## config.mk

```make
export PLATFORM = sky130hd
export DESIGN_NAME = key_move_decoder
export DESIGN_NICKNAME = d
export VERILOG_FILES = /design/src/rtl/key_move_decoder.sv
export SDC_FILE = /design/constraint.sdc
export NUM_CORES = 1
export LEC_CHECK = 0
export BUFFER_PORTS_ARGS = -buffer_cell sky130_fd_sc_hd__buf_2
export CAP_MARGIN = 20
export CORE_MARGIN = 5
export CORE_UTILIZATION = 60
export CTS_BUF_LIST = sky130_fd_sc_hd__clkbuf_4 sky130_fd_sc_hd__clkbuf_8
export CTS_CLUSTER_SIZE = 28
export DETAILED_ROUTE_END_ITERATION = 7
export PLACE_DENSITY = 0.92
export REMOVE_ABC_BUFFERS = 1
export SYNTH_ARGS = -nofsm -noshare
export SYNTH_HDL_FRONTEND = slang
export SYNTH_SLANG_ARGS = --single-unit
```

## constraint.sdc

```tcl
create_clock -name clk -period 2 [get_ports clk]
set_input_delay 0.1 -clock clk [delete_from_list [all_inputs] [get_ports clk]]
set_output_delay 0.1 -clock clk [all_outputs]
set_load 0.02 [all_outputs]
```

## src/rtl/key_move_decoder.sv

```systemverilog
// PS/2 scan-code decoder: turns make/break byte sequences into held-key levels
// for left/right movement and an action button, with last-pressed-wins arbitration.
module key_move_decoder #(
    parameter logic [7:0]  LEFT_CODE      = 8'h6B,
    parameter bit          LEFT_EXT       = 1'b1,
    parameter logic [7:0]  RIGHT_CODE     = 8'h74,
    parameter bit          RIGHT_EXT      = 1'b1,
    parameter logic [7:0]  BTN_CODE       = 8'h29,
    parameter bit          BTN_EXT        = 1'b0,
    parameter int unsigned TIMEOUT_CYCLES = 650000
) (
    input  logic       clk,
    input  logic       rst,
    input  logic [7:0] rx_data,
    input  logic       rx_valid,
    output logic       m_left,
    output logic       m_right,
    output logic       button_pressed,
    output logic       key_event
);

    localparam int unsigned TW = (TIMEOUT_CYCLES > 1) ? $clog2(TIMEOUT_CYCLES) : 1;
    localparam logic [TW-1:0] TIMEOUT_LAST = TW'(TIMEOUT_CYCLES - 1);

    typedef enum logic [1:0] {StIdle, StExt, StBreak, StExtBreak} state_e;

    state_e        state_q, state_d;
    logic          held_l_q, held_l_d;
    logic          held_r_q, held_r_d;
    logic          held_b_q, held_b_d;
    logic          last_left_q, last_left_d;  // 1: left is the newer direction
    logic [TW-1:0] cnt_q, cnt_d;
    logic          ext, brk;
    logic          m_left_d, m_right_d;

    assign ext = (state_q == StExt) || (state_q == StExtBreak);
    assign brk = (state_q == StBreak) || (state_q == StExtBreak);

    always_comb begin
        state_d     = state_q;
        held_l_d    = held_l_q;
        held_r_d    = held_r_q;
        held_b_d    = held_b_q;
        last_left_d = last_left_q;
        cnt_d       = '0;
        if (rx_valid) begin
            if (rx_data == 8'hE0) begin
                state_d = StExt;
            end else if (rx_data == 8'hF0) begin
                if (state_q == StIdle)     state_d = StBreak;
                else if (state_q == StExt) state_d = StExtBreak;
            end else if (rx_data == 8'h00 || rx_data == 8'hFF) begin
                held_l_d = 1'b0;
                held_r_d = 1'b0;
                held_b_d = 1'b0;
                state_d  = StIdle;
            end else begin
                state_d = StIdle;
                if (rx_data == LEFT_CODE && ext == LEFT_EXT) begin
                    if (!brk && !held_l_q) last_left_d = 1'b1;
                    held_l_d = !brk;
                end
                if (rx_data == RIGHT_CODE && ext == RIGHT_EXT) begin
                    if (!brk && !held_r_q) last_left_d = 1'b0;
                    held_r_d = !brk;
                end
                if (rx_data == BTN_CODE && ext == BTN_EXT) begin
                    held_b_d = !brk;
                end
            end
        end else if (state_q != StIdle) begin
            // Abandon a stalled prefix; held keys are kept.
            if (cnt_q == TIMEOUT_LAST) state_d = StIdle;
            else                       cnt_d   = cnt_q + 1'b1;
        end
    end

    assign m_left_d  = held_l_d & (~held_r_d | last_left_d);
    assign m_right_d = held_r_d & (~held_l_d | ~last_left_d);

    always_ff @(posedge clk) begin
        if (rst) begin
            state_q        <= StIdle;
            held_l_q       <= 1'b0;
            held_r_q       <= 1'b0;
            held_b_q       <= 1'b0;
            last_left_q    <= 1'b0;
            cnt_q          <= '0;
            m_left         <= 1'b0;
            m_right        <= 1'b0;
            button_pressed <= 1'b0;
            key_event      <= 1'b0;
        end else begin
            state_q        <= state_d;
            held_l_q       <= held_l_d;
            held_r_q       <= held_r_d;
            held_b_q       <= held_b_d;
            last_left_q    <= last_left_d;
            cnt_q          <= cnt_d;
            m_left         <= m_left_d;
            m_right        <= m_right_d;
            button_pressed <= held_b_d;
            key_event      <= {m_left_d, m_right_d, held_b_d} !=
                              {m_left, m_right, button_pressed};
        end
    end

endmodule

```

==> results of run 1 <==
-- through the flow --
| stage | instances | util (%) |
|---|---|---|
| detailed placement | 213 | 69.0 |
| CTS | 220 | 71.6 |
| finish | 222 | 72.8 |
| global placement | 213 | 69.0 |
| floorplan | 166 | - |
| global route | 222 | 72.8 |
-- power by group through the flow --
stage / Clock, mW / Sequential, mW / Combinational [mW]
after detailed placement: 0 / 0.592 / 0.0442
after global placement: 0 / 0.592 / 0.0410
final: 0.366 / 0.579 / 0.0456
after floorplan: 0 / 0.593 / 0.0186
after global routing: 0.403 / 0.579 / 0.0499
after CTS: 0.379 / 0.579 / 0.0442
-- cell type report --
type / count / area share (%)
inverters: 3 / 0.686
flip-flops and latches: 29 / 35.4
well taps: 28 / 2.13
repair buffers: 21 / 7.47
multi-input cells: 134 / 50.8
clock buffers: 7 / 3.58
-- registers in the layout (all words and copies together) (netlist names) --
register and cells:
cnt_q 20, held_b_q 1, held_l_q 1, held_r_q 1, key_event 1, last_left_q 1
m_left 1, m_right 1, state_q 2
-- critical path: cells and delay by family (launching register included) --
| kind | cells | cell delay (ns) |
|---|---|---|
| XOR/XNOR | 1 | 0.16 |
| AND/OR/NAND/NOR | 3 | 0.81 |
| flip-flops | 1 | 0.34 |
| AO/OA/AOI/OAI | 3 | 0.49 |
-- cells by family after synthesis --
family,count (synthesis),share of synthesized area (%)
xor+xnor,18,11.0
flops,29,40.5
compound gates,24,12.7
simple gates,90,31.9
mux,1,0.697
buf+inv,7,2.35
fa+ha+maj,1,0.872
-- routing by layer --
metal,global-route usage (%),vias up,routed length (um)
met2,31.4,33,1550
met1,21.3,596,1290
met5,0,-,0
met3,6.14,14,136
met4,13.3,0,123
li1,-,645,-
-- worst paths after layout --
kind	from	endpoint	slack (ns)	depth (start not counted)
worst max register to register	state_q[0]	key_event	0.08	7
worst max-delay path	state_q[0]	key_event	0.08	7
worst min register to register	cnt_q[0]	cnt_q[0]	0.48	1
worst min-delay path	rst	held_l_q	0.07	2
-- Yosys cell counts, drive strengths merged --
| library cell | number |
|---|---|
| buf | 1 |
| a31o | 1 |
| mux2i | 1 |
| a2bb2o | 1 |
| nor3 | 5 |
| nor4b | 2 |
| xor2 | 12 |
| or4 | 3 |
| nand2b | 2 |
| nor4 | 2 |
| nand4b | 3 |
| a2bb2oi | 1 |
| and4 | 4 |
| a211oi | 2 |
| nand4 | 4 |
| nor4bb | 1 |
| o21bai | 2 |
| nor2b | 2 |
| or3 | 4 |
| and3 | 1 |
| a21oi | 6 |
| inv | 3 |
| nor2 | 36 |
| o21ai | 6 |
| a22oi | 1 |
| o22a | 1 |
| ha | 1 |
| nand2 | 14 |
| nand3 | 6 |
| clkbuf | 3 |
| dfxtp | 29 |
| a21o | 2 |
| xnor2 | 6 |
| a31oi | 1 |
| or2 | 1 |
-- what timing repair did --
action                                  CTS  global route
gates resized for setup                   0             2
endpoints found under the setup margin    0             1
setup buffers                             0             2
==> impl_metrics.csv, run 1 <==
group,metric,value,unit
power,ir_drop,0.725,mV
worst_setup_path,critPathMaxFanout,4,
power,p_sw,215,uW
die,core-area,0.00225,mm^2
worst_setup_path,startpoint_type,"register",
die,num_rows,17,
power,p_sw_share,21.8,%
sta,setup_viol,0,
sta,period_share,95.8,%
global_route,grt_pass1_vias,1214,
die,io_pins,15,
outcome,status,"completed",
global_route,antenna_found_initial,0,
sta,setup_slack,0.0846,ns
sta,hold_viol,0,
finish,layout.nets,206,
global_route,grt_overflow_total,0,
route,vias_per_cell,5.80,
worst_setup_path,end_kind,"register",
route,drtPass1Iterations,4,
worst_setup_path,max_stage_delay,0.46,ns
worst_hold_path,hold_class,"in -> reg",
clock_tree,cts_inserted_buffers,5,
finish,final_layout_size_suffix_gt1_share,19.6,%
route,wire_per_inst,14.0,um
place,dp_hpwl,2400,um
clock_tree,path_clk_slew,0.09,ns
finish,n_antenna_cell,0,
global_route,grt_max_degree,11,
clock_tree,htreeDepth,2,
sta,fin_skew,0.0141,ns
worst_setup_path,worstPathRequired,2.22,ns
synth,synth.distinct_cells,40,
finish,seqCellArea,581,um^2
finish,syn_to_final_growth,14.4,%
synth,synthCells,170,
clock_tree,clock_sinks,29,
die,die_height,58.9,um
sta,timing.slew.headroom,68.8,%
clock_tree,cts_tree,"yes",
sta,max_clock_freq,522,MHz
synth,ys_seq_area_share,40.5,%
sta,final-max-slew-violation-count,0,
worst_setup_path,crit_chain,"nand4b_1 -> or4_1 -> nor4_2 -> a2bb2oi_2 -> o21ai_1 -> xor2_1 -> a31oi_1",
global_route,grt_usage,19.3,%
place,place_congestion,0.815,
clock_tree,clock_path_buffers,2,
sta,finalCriticalPeriod,1.92,ns
die,die_w,58.9,um
route,postRouteAntennaNets,0,
synth,yosysWarningCount,0,
synth,ys_ff_latch,29,
clock_tree,postCtsHoldBufs,0,
finish,nFillCells,170,
power,pwr-share-comb,4.6,%
power,power_leakage,0.569,nW
sta,tightestPinTransition,0.464,ns
job,maxCapViolations,0,
global_route,grt_first_pass_wirelength,5020,um
clock_tree,clk_latency,0.33,ns
power,seq_power_share,58.4,%
power,pwr-share-clk,37.0,%
synth,syn_area_per_cell,8.44,um^2
finish,final_common_cell,"nor2_1",
power,power_density,603,mW/mm^2
worst_setup_path,critPathKind,"reg -> reg",
power,internal-power,775,uW
sta,fin_setup_tns,0,ns
place,postPlaceCellArea,0.00156,mm^2
power,p_total,991,uW
route,drc,0,
finish,finalInstanceArea,0.00164,mm^2
worst_setup_path,cp.arrival,2.13,ns
synth,synth_area_leaders,"dfxtp_1, nor2_1, xor2_1",
worst_setup_path,slowest_stage,"or4_1",
route,num_vias,1288,
route,wl,3100,um
synth,synth_area_leader_cell,"dfxtp_1",
synth,synth_top_cell_area_share,40.5,%
clock_tree,root_buffer,"clkbuf_4",
sta,hold_ws,0.0682,ns
finish,final_cell_mix,"nor2_1, dfxtp_1, nand2_1, buf_2, xor2_1",
synth,syn_area,0.00144,mm^2
place,io_buffers,14,
place,pre_cts_slack,-0.0464,ns
die,die-area,0.00347,mm^2
route,drt-initial-drc-count,42,
finish,multi_input_area,833,um^2
die,start_util,63.7,%
Power figures use the tool's default switching activity.
==> run 2: changes to the inputs <==
- ABC_AREA: unset -> 1
- CTS_CLUSTER_SIZE: 28 -> unset
- PLACE_DENSITY: 0.92 -> 0.91
==> run 2 against run 1 <==
Compared with the run above:
- sequential share of layout area shrank 4.1 points
- first-iteration DRC count grew 83%
- highest routed layer unchanged
- clock power is essentially flat
- register-to-register slack gained 0.16 ns
==> impl_metrics.csv, run 2 <==
group,metric,value,unit
power,p_sw_share,22.9,%
die,num_rows,19,
finish,syn_to_final_growth,10.0,%
synth,netlist_top_cells_count,"nand2_1, nor2_1, inv_1",
place,pre_cts_slack,0.295,ns
synth,synth_top_cell_area_share,34.4,%
global_route,grt_max_degree,9,
route,drc,0,
synth,ys.flop_type,"dfxtp_1",
global_route,antenna_found_initial,0,
clock_tree,htreeDepth,2,
route,vias_per_cell,5.14,
route,num_vias,1579,
worst_setup_path,critPathKind,"reg -> reg",
clock_tree,cts_resized,0,
clock_tree,postCtsHoldBufs,0,
global_route,grt_pass1_vias,1475,
die,core-area,0.00273,mm^2
sta,max_clock_freq,569,MHz
synth,synth_area_leaders,"dfxtp_1, nand2_1, nor2_1",
worst_setup_path,endpoint,"key_event",
power,pwr-share-comb,6.4,%
finish,regMostFlops,"cnt_q",
die,die_height,63.0,um
synth,ys_ff_latch,29,
finish,final_util,67.9,%
power,p_total,1.01,mW
place,dp_hpwl,2630,um
sta,rsz0062_at_grt,"no",
route,drt-initial-drc-count,77,
worst_setup_path,worstPathRequired,2.21,ns
synth,synthCells,255,
worst_setup_path,end_kind,"register",
place,place_congestion,0.921,
clock_tree,clock_path_buffers,2,
job,maxCapViolations,0,
die,die_w,63.0,um
route,postRouteAntennaNets,0,
synth,ys_seq_area_share,34.4,%
worst_setup_path,rr_startpoint,"state_q[0]",
clock_tree,post_cts.repair.setup_buffers,0,
sta,hold_ws,0.0555,ns
die,start_util,61.7,%
place,postPlaceCellArea,0.00180,mm^2
finish,finalInstanceArea,0.00186,mm^2
worst_setup_path,critPathMaxFanout,8,
sta,finalCriticalPeriod,1.76,ns
worst_setup_path,r2r_end,"key_event",
sta,period_share,87.9,%
power,p_sw,232,uW
die,io_pins,15,
sta,fin_skew,0.00906,ns
power,power_density,545,mW/mm^2
finish,layout.nets,288,
power,seq_power_share,57.5,%
sta,fin_setup_tns,0,ns
global_route,grt_overflow_total,0,
place,placedCellCount,300,
finish,final_layout_size_suffix_gt1_share,16.3,%
route,wl,3310,um
global_route,grt_first_pass_wirelength,6040,um
route,wire_per_inst,10.8,um
clock_tree,cts_inserted_buffers,5,
clock_tree,cts_tree,"yes",
outcome,status,"completed",
die,die-area,0.00397,mm^2
sta,final-max-slew-violation-count,0,
worst_setup_path,cp.arrival,1.97,ns
place,io_buffers,14,
worst_setup_path,worst-r2r-cell-count,12,
clock_tree,clock_sinks,29,
sta,timing.slew.headroom,78.9,%
worst_setup_path,critPathLaunch,"state_q[0]",
clock_tree,root_buffer,"clkbuf_4",
worst_setup_path,startpoint_type,"register",
finish,instances_no_fill,307,
synth,ys_async_sr_fraction,0,%
finish,biggestRegsByFlops,"cnt_q (20), state_q (2)",
global_route,grt_usage,18.7,%
worst_setup_path,reg2reg_setup_slack,0.24,ns
clock_tree,clk_latency,0.33,ns
clock_tree,path_clk_slew,0.09,ns
synth,syn_area,0.00169,mm^2
sta,hold_viol,0,
finish,final_common_cell,"nand2_1",
finish,n_antenna_cell,0,
synth,post-synth-top-count-cell,"nand2_1",
power,internal-power,780,uW
worst_hold_path,hold_class,"in -> reg",
sta,setup_viol,0,
synth,synth_area_leader_cell,"dfxtp_1",
power,pwr-share-clk,36.1,%
synth,synth-edff-count,0,
finish,final_cell_mix,"nand2_1, nor2_1, inv_1",
power,ir_drop,0.695,mV
route,drtPass1Iterations,4,
synth,syn_area_per_cell,6.61,um^2
finish,largest_register_ffs,20,
power,power_leakage,0.786,nW
sta,tightestPinTransition,0.315,ns
synth,yosysWarningCount,0,
sta,setup_slack,0.242,ns
synth,synth.distinct_cells,33,
-- run 2: changes by cell type in the layout (fill, tap and decap cells not counted), moves of 5 or more --
cell,before,now
a21oi_1,5,14
nand3_1,6,19
inv_1,3,38
nor2_2,0,5
nor2_1,36,41
xor2_1,12,2
nand2_1,14,57
-- run 2: area by class of cell --
class / count / area, um^2
fill: 238 / 878
inverter: 40 / 150
clock buffer: 7 / 58.8
sequential: 29 / 581
timing repair buffer: 17 / 92.6
multi-input combinational: 183 / 935
tap: 31 / 38.8
-- run 2: critical path, stage by stage (launching register included) --
cell,delay [ns]
dfxtp_1,0.49
nand3_1,0.15
nand3b_1,0.23
nor2_1,0.15
nand2_1,0.07
nand2_1,0.08
nand2_1,0.09
inv_1,0.08
nand2_1,0.07
nand2_1,0.06
nand2_1,0.04
nor2_1,0.09
nor2_1,0.05
-- run 2: power by group through the flow --
stage | Clock [mW] | Combinational, mW | Sequential, mW
floorplan | 0 | 0.0373 | 0.594
global placement | 0 | 0.0632 | 0.595
detailed placement | 0 | 0.0644 | 0.595
CTS | 0.379 | 0.0650 | 0.581
global route | 0.412 | 0.0745 | 0.582
finish | 0.365 | 0.0652 | 0.581
-- run 2: logic make-up after synthesis --
| family | Yosys count | share of synthesized area [%] |
|---|---|---|
| adders and majority gates | 1 | 0.742 |
| AOI/OAI and AO/OA | 26 | 8.16 |
| DFF | 29 | 34.4 |
| and+or+nand+nor | 151 | 43.9 |
| xor gates and xnor gates | 5 | 2.60 |
| buffers and inverters | 43 | 10.2 |
-- run 2: how the worst min path moves through the flow --
stage,startpoint,end,slack [ns],cells past startpoint
after CTS,rst,last_left_q,0.04,2
after floorplan,rst,held_l_q,0.17,1
after global routing,rst,last_left_q,0.05,2
final,rst,last_left_q,0.06,2
after detailed placement,rst,last_left_q,0.40,2
after global placement,rst,last_left_q,0.40,2
-- run 2: metal layers --
metal | share of wire (%) | GRT usage [%]
met1 | 46 | 22.0
met2 | 47 | 30.4
met3 | 5.4 | 5.94
met4 | 1.7 | 8.75
met5 | 0 | 0
